<file path="src/rtl/store_encoder.sv">
// Store encoder: buffers RISC-V sb/sh/sw requests and emits lane-aligned word writes.
// Optional macro STORE_MISALIGN_SPLIT_EN splits word-crossing stores into LO/HI writes.
module store_encoder #(
  parameter int DATA_WIDTH    = 32,
  parameter int ADDRESS_WIDTH = 32,
  parameter int FIFO_DEPTH    = 2
) (
  input  logic                     clk,
  input  logic                     rst,
  input  logic                     req_valid,
  output logic                     req_ready,
  input  logic [ADDRESS_WIDTH-1:0] req_addr,
  input  logic [DATA_WIDTH-1:0]    req_wdata,
  input  logic [2:0]               req_funct3,
  output logic                     mem_valid,
  input  logic                     mem_ready,
  output logic [ADDRESS_WIDTH-1:0] mem_addr,
  output logic [DATA_WIDTH-1:0]    mem_wdata,
  output logic [3:0]               mem_be,
  output logic                     err,
  output logic                     busy
);
  localparam int PW = $clog2(FIFO_DEPTH);

  typedef struct packed {
    logic [ADDRESS_WIDTH-1:0] addr;
    logic [DATA_WIDTH-1:0]    wdata;
    logic [2:0]               funct3;
  } req_t;

  typedef enum logic [1:0] {IDLE, LO, HI} state_t;

  req_t            r_fifo [FIFO_DEPTH];
  logic [PW:0]     r_wptr, r_rptr;
  state_t          r_state;
  logic [3:0]      r_be_hi;
  logic [31:0]     r_d_hi;
  logic            r_err;

  logic            w_empty, w_full, w_push, w_pop;
  req_t            w_head;
  logic [1:0]      w_off;
  logic [7:0]      w_bm;
  logic [63:0]     w_ext, w_d;
  logic            w_legal, w_mis, w_drop;

  assign w_empty   = (r_wptr == r_rptr);
  assign w_full    = (r_wptr[PW] != r_rptr[PW]) && (r_wptr[PW-1:0] == r_rptr[PW-1:0]);
  assign w_push    = req_valid && !w_full;
  assign w_pop     = (r_state == IDLE) && !w_empty;
  assign req_ready = !w_full;
  assign busy      = !w_empty || (r_state != IDLE);
  assign err       = r_err;

  assign w_head = r_fifo[r_rptr[PW-1:0]];
  assign w_off  = w_head.addr[1:0];

  always_comb begin
    w_legal = 1'b1;
    w_bm    = 8'h00;
    w_ext   = 64'd0;
    case (w_head.funct3)
      3'b000: begin w_bm = 8'h01 << w_off; w_ext = {56'd0, w_head.wdata[7:0]};  end
      3'b001: begin w_bm = 8'h03 << w_off; w_ext = {48'd0, w_head.wdata[15:0]}; end
      3'b010: begin w_bm = 8'h0F << w_off; w_ext = {32'd0, w_head.wdata[31:0]}; end
      default: w_legal = 1'b0;
    endcase
  end

  assign w_d   = w_ext << {w_off, 3'b000};
  // Any enabled lane above byte 3 means the store crosses into the next word.
  assign w_mis = |w_bm[7:4];

`ifdef STORE_MISALIGN_SPLIT_EN
  assign w_drop = !w_legal;
`else
  assign w_drop = !w_legal || w_mis;
`endif

  // Storage needs no reset; only the pointers define occupancy.
  always_ff @(posedge clk) begin
    if (w_push) r_fifo[r_wptr[PW-1:0]] <= '{addr: req_addr, wdata: req_wdata, funct3: req_funct3};
  end

  always_ff @(posedge clk or posedge rst) begin
    if (rst) begin
      r_wptr <= '0;
      r_rptr <= '0;
    end else begin
      if (w_push) r_wptr <= r_wptr + 1'b1;
      if (w_pop)  r_rptr <= r_rptr + 1'b1;
    end
  end

  always_ff @(posedge clk or posedge rst) begin
    if (rst) begin
      r_state   <= IDLE;
      mem_valid <= 1'b0;
      mem_addr  <= '0;
      mem_wdata <= '0;
      mem_be    <= 4'h0;
      r_be_hi   <= 4'h0;
      r_d_hi    <= 32'd0;
      r_err     <= 1'b0;
    end else begin
      r_err <= 1'b0;
      case (r_state)
        IDLE: begin
          if (!w_empty) begin
            if (w_drop) begin
              r_err <= 1'b1;
            end else begin
              r_state   <= LO;
              mem_valid <= 1'b1;
              mem_addr  <= {w_head.addr[ADDRESS_WIDTH-1:2], 2'b00};
              mem_be    <= w_bm[3:0];
              mem_wdata <= w_d[31:0];
              r_be_hi   <= w_bm[7:4];
              r_d_hi    <= w_d[63:32];
            end
          end
        end
        LO: begin
          if (mem_ready) begin
            if (r_be_hi != 4'h0) begin
              r_state   <= HI;
              mem_addr  <= mem_addr + ADDRESS_WIDTH'(4);
              mem_be    <= r_be_hi;
              mem_wdata <= r_d_hi;
            end else begin
              r_state   <= IDLE;
              mem_valid <= 1'b0;
              mem_be    <= 4'h0;
            end
          end
        end
        HI: begin
          if (mem_ready) begin
            r_state   <= IDLE;
            mem_valid <= 1'b0;
            mem_be    <= 4'h0;
          end
        end
        default: r_state <= IDLE;
      endcase
    end
  end
endmodule

</file>
<file path="config.mk">
export PLATFORM = sky130hd
export DESIGN_NAME = store_encoder
export DESIGN_NICKNAME = d
export VERILOG_FILES = /design/src/rtl/store_encoder.sv
export SDC_FILE = /design/constraint.sdc
export NUM_CORES = 1
export LEC_CHECK = 0
export BUFFER_PORTS_ARGS = -buffer_cell sky130_fd_sc_hd__buf_2
export CORE_MARGIN = 4
export CORE_UTILIZATION = 33
export CTS_CLUSTER_DIAMETER = 50
export CTS_CLUSTER_SIZE = 25
export DETAILED_ROUTE_END_ITERATION = 6
export SYNTH_ARGS = -nofsm -noshare
export SYNTH_HDL_FRONTEND = slang
export SYNTH_SLANG_ARGS = --single-unit
</file>
<file path="constraint.sdc">
create_clock -name clk -period 5.6 [get_ports clk]
set_clock_uncertainty 0.05 [all_clocks]
set_input_delay 0.84 -clock clk [delete_from_list [all_inputs] [get_ports clk]]
set_output_delay 0.84 -clock clk [all_outputs]
set_load 0.02 [all_outputs]
</file>
==> results of run 1 <==
[power groups by stage]
stage	Combinational [W]	Clock, W	Sequential, W
after floorplan	0.00206	0	0.00299
after global placement	0.00312	0	0.00286
after detailed placement	0.00315	0	0.00287
after CTS	0.00316	0.00160	0.00284
after global routing	0.00342	0.00168	0.00290
final	0.00314	0.00156	0.00283
[stage by stage]
| step | area, um^2 | hold WS [ps] |
|---|---|---|
| floorplan | 10600 | 399 |
| CTS | 12400 | 429 |
| detailed placement | 11600 | 423 |
| finish | 12400 | 436 |
| global placement | 11600 | 418 |
| global route | 12400 | 425 |
[synth_stat cells (5+ instances only)]
| library cell | number | area (um^2) |
|---|---|---|
| mux2_2 | 31 | 349 |
| nand2_1 | 39 | 146 |
| buf_6 | 5 | 56.3 |
| and2_1 | 30 | 188 |
| nor3_1 | 17 | 85.1 |
| o22a_1 | 8 | 70.1 |
| nor2b_1 | 9 | 56.3 |
| clkbuf_1 | 27 | 101 |
| edfxtp_1 | 134 | 4020 |
| ha_1 | 5 | 62.6 |
| a221oi_1 | 16 | 140 |
| a2111oi_0 | 5 | 43.8 |
| a31oi_1 | 22 | 138 |
| mux2i_1 | 37 | 370 |
| o211ai_1 | 5 | 37.5 |
| nand3_1 | 19 | 95.1 |
| inv_1 | 18 | 67.6 |
| a211oi_1 | 17 | 128 |
| nand4_1 | 7 | 43.8 |
| a21oi_1 | 37 | 185 |
| a2bb2oi_1 | 16 | 140 |
| dfrtp_1 | 101 | 2530 |
| buf_2 | 14 | 70.1 |
| mux2_1 | 14 | 158 |
| o21ai_0 | 28 | 140 |
| nor2_1 | 23 | 86.3 |
| buf_4 | 8 | 60.1 |
| nor4_1 | 7 | 43.8 |
| o22ai_1 | 23 | 144 |
| a32oi_1 | 8 | 70.1 |
| a221o_1 | 8 | 80.1 |
| o31ai_1 | 5 | 37.5 |
[worst min-delay path by stage]
| stage | end | slack (ps) | start | depth (start not counted) |
|---|---|---|---|---|
| after floorplan | r_d_hi[22] | 400 | r_d_hi[22] | 1 |
| after global placement | r_d_hi[22] | 420 | r_d_hi[22] | 1 |
| after detailed placement | r_d_hi[10] | 420 | r_d_hi[10] | 1 |
| after CTS | r_fifo[0][12] | 430 | req_wdata[9] | 1 |
| after global routing | r_fifo[1][33] | 420 | req_wdata[30] | 1 |
| final | mem_addr[16] | 440 | rst | 2 |
[registers in the layout, summed over array words and instances (netlist names)]
name / count
mem_valid: 1
r_state: 2
r_d_hi: 24
mem_addr: 30
r_wptr: 2
mem_be: 4
r_be_hi: 3
r_fifo: 134
r_rptr: 2
mem_wdata: 32
err: 1
[area by class of cell]
| type | instances | share of cell area (%) |
|---|---|---|
| Inverter | 18 | 0.565 |
| Tap cell | 402 | 4.06 |
| Multi-Input combinational cell | 506 | 29.8 |
| Sequential cell | 235 | 52.9 |
| Clock buffer | 20 | 4.04 |
| Antenna cell | 1 | 0.0202 |
| Clock inverter | 16 | 2.02 |
| Timing Repair Buffer | 155 | 6.66 |
[cell families after synthesis]
| group | count (synthesis) | share of synthesized area [%] |
|---|---|---|
| buf+inv | 75 | 3.46 |
| mux | 84 | 8.64 |
| other cells | 1 | 0.0354 |
| compound gates | 237 | 16.3 |
| fa+ha+maj | 5 | 0.591 |
| flops | 235 | 61.9 |
| simple gates | 171 | 8.52 |
| xor+xnor | 7 | 0.579 |
[worst max-delay path, delay by kind of cell (launching register included)]
kind            cells  cell delay, ps
compound gates      3            1200
buf+inv             1             390
flops               1             860
mux                 1             350
simple gates        1             730
[routing by layer]
layer	GRT usage (%)	share of wire, %	up-vias
met2	23.0	44	273
li1	-	-	3422
met5	0	0.12	-
met4	5.32	3.4	6
met1	22.5	46	3610
met3	2.91	6.0	61
==> results.tsv, run 1 <==
stage	metric	value	unit
pwr	pwr-share-seq	37.6	%
cells_and_area	drive_gt1_share	25.7	%
route	route.detailed.drc	0	
clocking	hold_buffers	0	
pwr	p_total	0.00754	W
global_routing	grt_max_degree	64	
route	first_iter_violations	755	
clocking	root_buffer	clkbuf_16	
setup_path	path_class	flip-flop to flip-flop	
yosys	syn_inst	815	
cells_and_area	fin_util	39.3	%
yosys	synthArstFlopShare	43.0	%
outcome	status	complete, no violations	
cells_and_area	instances_no_fill	1353	
setup_path	startpoint_type	flip-flop	
sta	setup_viol	0	
sta	max_slew_margin	22.5	%
sta	min_period	3750	ps
pwr	cellLeakagePower	4.90	nW
sta	finalMaxSlewViolations	0	
setup_path	critPathMaxFanout	48	
yosys	yosys_warnings	0	
floorplanning	die_area	35000	um^2
cells_and_area	area_growth	17.2	%
clocking	cts_htree_levels	1	
setup_path	cp-endpoint	mem_addr[3]	
floorplanning	die_height	187	um
floorplanning	start_util	33.5	%
floorplanning	fp-row-count	65	
pwr	p_comb_share	41.7	%
yosys	synth_cell_types	76	
global_routing	antenna_found_initial	4	
sta	tns	0	ps
global_routing	grt_pass1_wl	43500	um
floorplanning	io_pins	143	
route	wl_per_cell	20.6	um
clocking	post-cts-setup-buffer-count	0	
placement	gp_congestion	0.848	
hold_path	hp-class	primary input to asynchronous set/reset pin	
placement	place_ws	1790	ps
placement	dp_hpwl	19500	um
yosys	synth_ff_type	edfxtp_1	
pwr	internal_power	0.00431	W
sta	tightestPinTransition	1160	ps
clocking	path_clk_slew	80	ps
yosys	synth_area_per_cell	13.0	um^2
sta	fin_crit_sh	66.9	%
route	dr.pass1.iters	5	
route	drt-total-wl	27900	um
setup_path	crit_chain	nor2b_1, a21boi_1, o22ai_2, a21oi_4, buf_4, mux2_1	
yosys	syn-cell-area	10600	um^2
setup_path	reg2regPathDepth	6	
route	vias	7372	
cells_and_area	regArea	6560	um^2
yosys	yosys_register_bits	235	
flow_run	maxCapViolations	0	
yosys	yosysSeqAreaShare	61.9	%
pwr	power_density	608	nW/um^2
clocking	cts.repair.resized	0	
route	drtAntennaViolNets	0	
clocking	cts_buffers	20	
setup_path	end_kind	flip-flop	
setup_path	rrSetupSlack	1850	ps
clocking	cts_tree	yes	
global_routing	grt.total_usage	15.4	%
setup_path	critical_path_required	5940	ps
pwr	irDropWorstVdd	0.279	mV
cells_and_area	nFillCells	3023	
setup_path	slowest_delay	860	ps
cells_and_area	layout_commonest_cell	buf_2	
setup_path	r2r_start	r_rptr[0]	
route	routed_via_density	5.45	
setup_path	crit_start	r_rptr[0]	
global_routing	grt_overflow	0	
floorplanning	die_x	187	um
sta	hold_violations	0	
global_routing	grt_pass1_vias	7220	
pwr	netSwitchingPower	0.00323	W
setup_path	slowest_stage	dfrtp_4	
pwr	swShare	42.8	%
floorplanning	core	31600	um^2
clocking	clockBufferDepth	3	
pwr	p_clk_share	20.7	%
sta	finalWorstSetupSlack	1850	ps
sta	rsz0062_at_grt	false	
clocking	clk_latency	530	ps
setup_path	crit_arrival	4090	ps
placement	portBuffers	140	
sta	max_freq	267	MHz
cells_and_area	nets	1012	
clocking	cts_num_sinks	235	
setup_path	rr_endpoint	mem_addr[3]	
yosys	synth-edff-count	134	
cells_and_area	layout_common_cells	buf_2, edfxtp_1, dfrtp_1	
placement	dp.cells	1316	
cells_and_area	multi_input_area	3690	um^2
Note: power is estimated with default switching activity, not from simulation.
==> inputs of run 2 (changes only) <==
==> constraint.sdc (replaced) <==
create_clock -name clk -period 3.61 [get_ports clk]
set_clock_uncertainty 0.05 [all_clocks]
set_input_delay 0.5415 -clock clk [delete_from_list [all_inputs] [get_ports clk]]
set_output_delay 0.5415 -clock clk [all_outputs]
set_load 0.02 [all_outputs]
==> results.tsv, run 2 (same netlist as run 1, synthesis figures left out) <==
stage	metric	value	unit
sta	max_slew_margin	29.4	%
pwr	pwr-share-seq	37.0	%
pwr	p_comb_share	42.7	%
clocking	clk_latency	510	ps
pwr	p_clk_share	20.3	%
setup_path	critPathMaxFanout	33	
route	routed_via_density	5.43	
setup_path	r2r_start	r_rptr[0]	
cells_and_area	drive_gt1_share	26.5	%
clocking	cts_buffers	21	
setup_path	crit_arrival	3160	ps
route	drtAntennaViolNets	0	
flow_run	maxCapViolations	0	
sta	finalMaxSlewViolations	0	
cells_and_area	nets	1022	
route	dr.max_layer_used	met5	
sta	holdWs	91.9	ps
setup_path	slowest_delay	870	ps
setup_path	reg2regPathDepth	5	
route	route.detailed.drc	0	
route	wl_met3	1820	um
placement	dpl_cell_area	11700	um^2
route	met1_length	13100	um
global_routing	antenna_found_initial	3	
route	first_iter_violations	691	
setup_path	slowest_stage	o2111ai_1	
setup_path	end_kind	flip-flop	
sta	setup_viol	0	
setup_path	path_buf_inv	0	
route	route.met2.wl	12700	um
global_routing	grt_max_degree	68	
floorplanning	die_height	187	um
sta	fin_crit_sh	77.7	%
pwr	cellLeakagePower	4.95	nW
setup_path	path_class	flip-flop to flip-flop	
setup_path	cpLargestDelayFamily	compound AO/OA/AOI/OAI gates	
clocking	cts.repair.resized	0	
clocking	hold_buffers	0	
sta	rsz0062_at_grt	false	
clocking	root_buffer	clkbuf_16	
cells_and_area	largest_reg_flops	134	
pwr	swShare	43.0	%
setup_path	crit_chain	nor4bb_1, o2111ai_1, o22ai_1, a221o_1, mux2_1	
clocking	path_clk_slew	90	ps
route	wl_per_cell	20.8	um
floorplanning	fp-row-count	65	
setup_path	startpoint_type	flip-flop	
clocking	cts_num_sinks	235	
setup_path	critical_path_required	3970	ps
sta	min_period	2810	ps
cells_and_area	area_growth	18.1	%
global_routing	grt_pass1_vias	7301	
outcome	status	complete, no violations	
route	dr.pass1.iters	5	
placement	dp.cells	1325	
clocking	cts_htree_levels	1	
pwr	netSwitchingPower	0.00509	W
pwr	internal_power	0.00674	W
clocking	clockBufferDepth	3	
cells_and_area	instances_no_fill	1362	
sta	tns	0	ps
cells_and_area	fin_util	39.6	%
route	drt-total-wl	28300	um
global_routing	grt_pass1_wl	43800	um
clocking	post-cts-setup-buffer-count	0	
sta	tightestPinTransition	1060	ps
cells_and_area	diodes	0	
global_routing	grt.total_usage	15.5	%
pwr	irDropWorstVdd	0.494	mV
global_routing	grt_overflow	0	
cells_and_area	final_area	12500	um^2
placement	portBuffers	140	
route	vias	7395	
setup_path	rr_endpoint	mem_wdata[18]	
floorplanning	io_pins	143	
setup_path	rrSetupSlack	800	ps
sta	hold_violations	0	
placement	gp_congestion	0.857	
cells_and_area	nFillCells	3003	
cells_and_area	layout_commonest_cell	buf_2	
clocking	cts_tree	yes	
sta	max_freq	356	MHz
pwr	power_density	946	nW/um^2
floorplanning	die_area	35000	um^2
floorplanning	start_util	33.5	%
hold_path	hp-class	primary input to asynchronous set/reset pin	
placement	dp_hpwl	19400	um
cells_and_area	layout_common_cells	buf_2, edfxtp_1, dfrtp_1	
floorplanning	die_x	187	um
floorplanning	core	31600	um^2
-- run 2: cell types whose count changed in the layout (fill, tap and decap cells not counted), moves of 2 or more --
cell | before | now
buf_12 | 1 | 3
buf_4 | 14 | 21
inv_12 | 3 | 5
inv_6 | 2 | 4
inv_8 | 4 | 0
-- run 2: through the flow --
stage          power, W  worst slack, ps
2_1_floorplan   0.00781              206
3_3_place_gp    0.00941              863
3_5_place_dp    0.00947              802
4_1_cts          0.0119              772
5_1_grt          0.0125              643
6_report         0.0118              805
-- run 2: worst register-to-register path, stage by stage, from the launching register on --
cell       delay, ps
dfrtp_4          690
nor4bb_1         250
o2111ai_1        870
o22ai_1          210
a221o_1          330
mux2_1           290
-- run 2: layout make-up --
type                    count  area, um^2  area share, %
multi-input cells         506        3690           29.6
inverters                  18        70.1          0.561
repair buffers            164         918           7.35
clock buffers              21         526           4.20
flip-flops and latches    235        6560           52.4
well taps                 402         503           4.02
clock inverters            16         233           1.86
-- run 2: worst max-delay path by stage --
| stage | startpoint | endpoint | slack, ps | cells after the start |
|---|---|---|---|---|
| 2_1_floorplan | r_rptr[0] | r_fifo[1][0] | 210 | 6 |
| 3_3_place_gp | r_rptr[0] | mem_wdata[21] | 860 | 6 |
| 3_5_place_dp | r_rptr[0] | mem_wdata[6] | 800 | 6 |
| 4_1_cts | r_rptr[0] | mem_wdata[19] | 770 | 6 |
| 5_1_grt | r_rptr[0] | mem_wdata[23] | 640 | 5 |
| 6_report | r_rptr[0] | mem_wdata[18] | 800 | 5 |
-- run 2: routing by layer --
layer / up-vias / global-route usage (%)
li1: 3439 / -
met1: 3638 / 22.8
met2: 268 / 24.0
met3: 44 / 2.87
met4: 6 / 3.53
met5: - / 0
-- run 2: power groups by stage --
stage	clock network (W)	logic, W	registers (W)
CTS	0.00247	0.00507	0.00438
floorplan	0	0.00321	0.00460
global route	0.00255	0.00545	0.00447
global placement	0	0.00500	0.00440
finish	0.00240	0.00505	0.00437
detailed placement	0	0.00504	0.00443
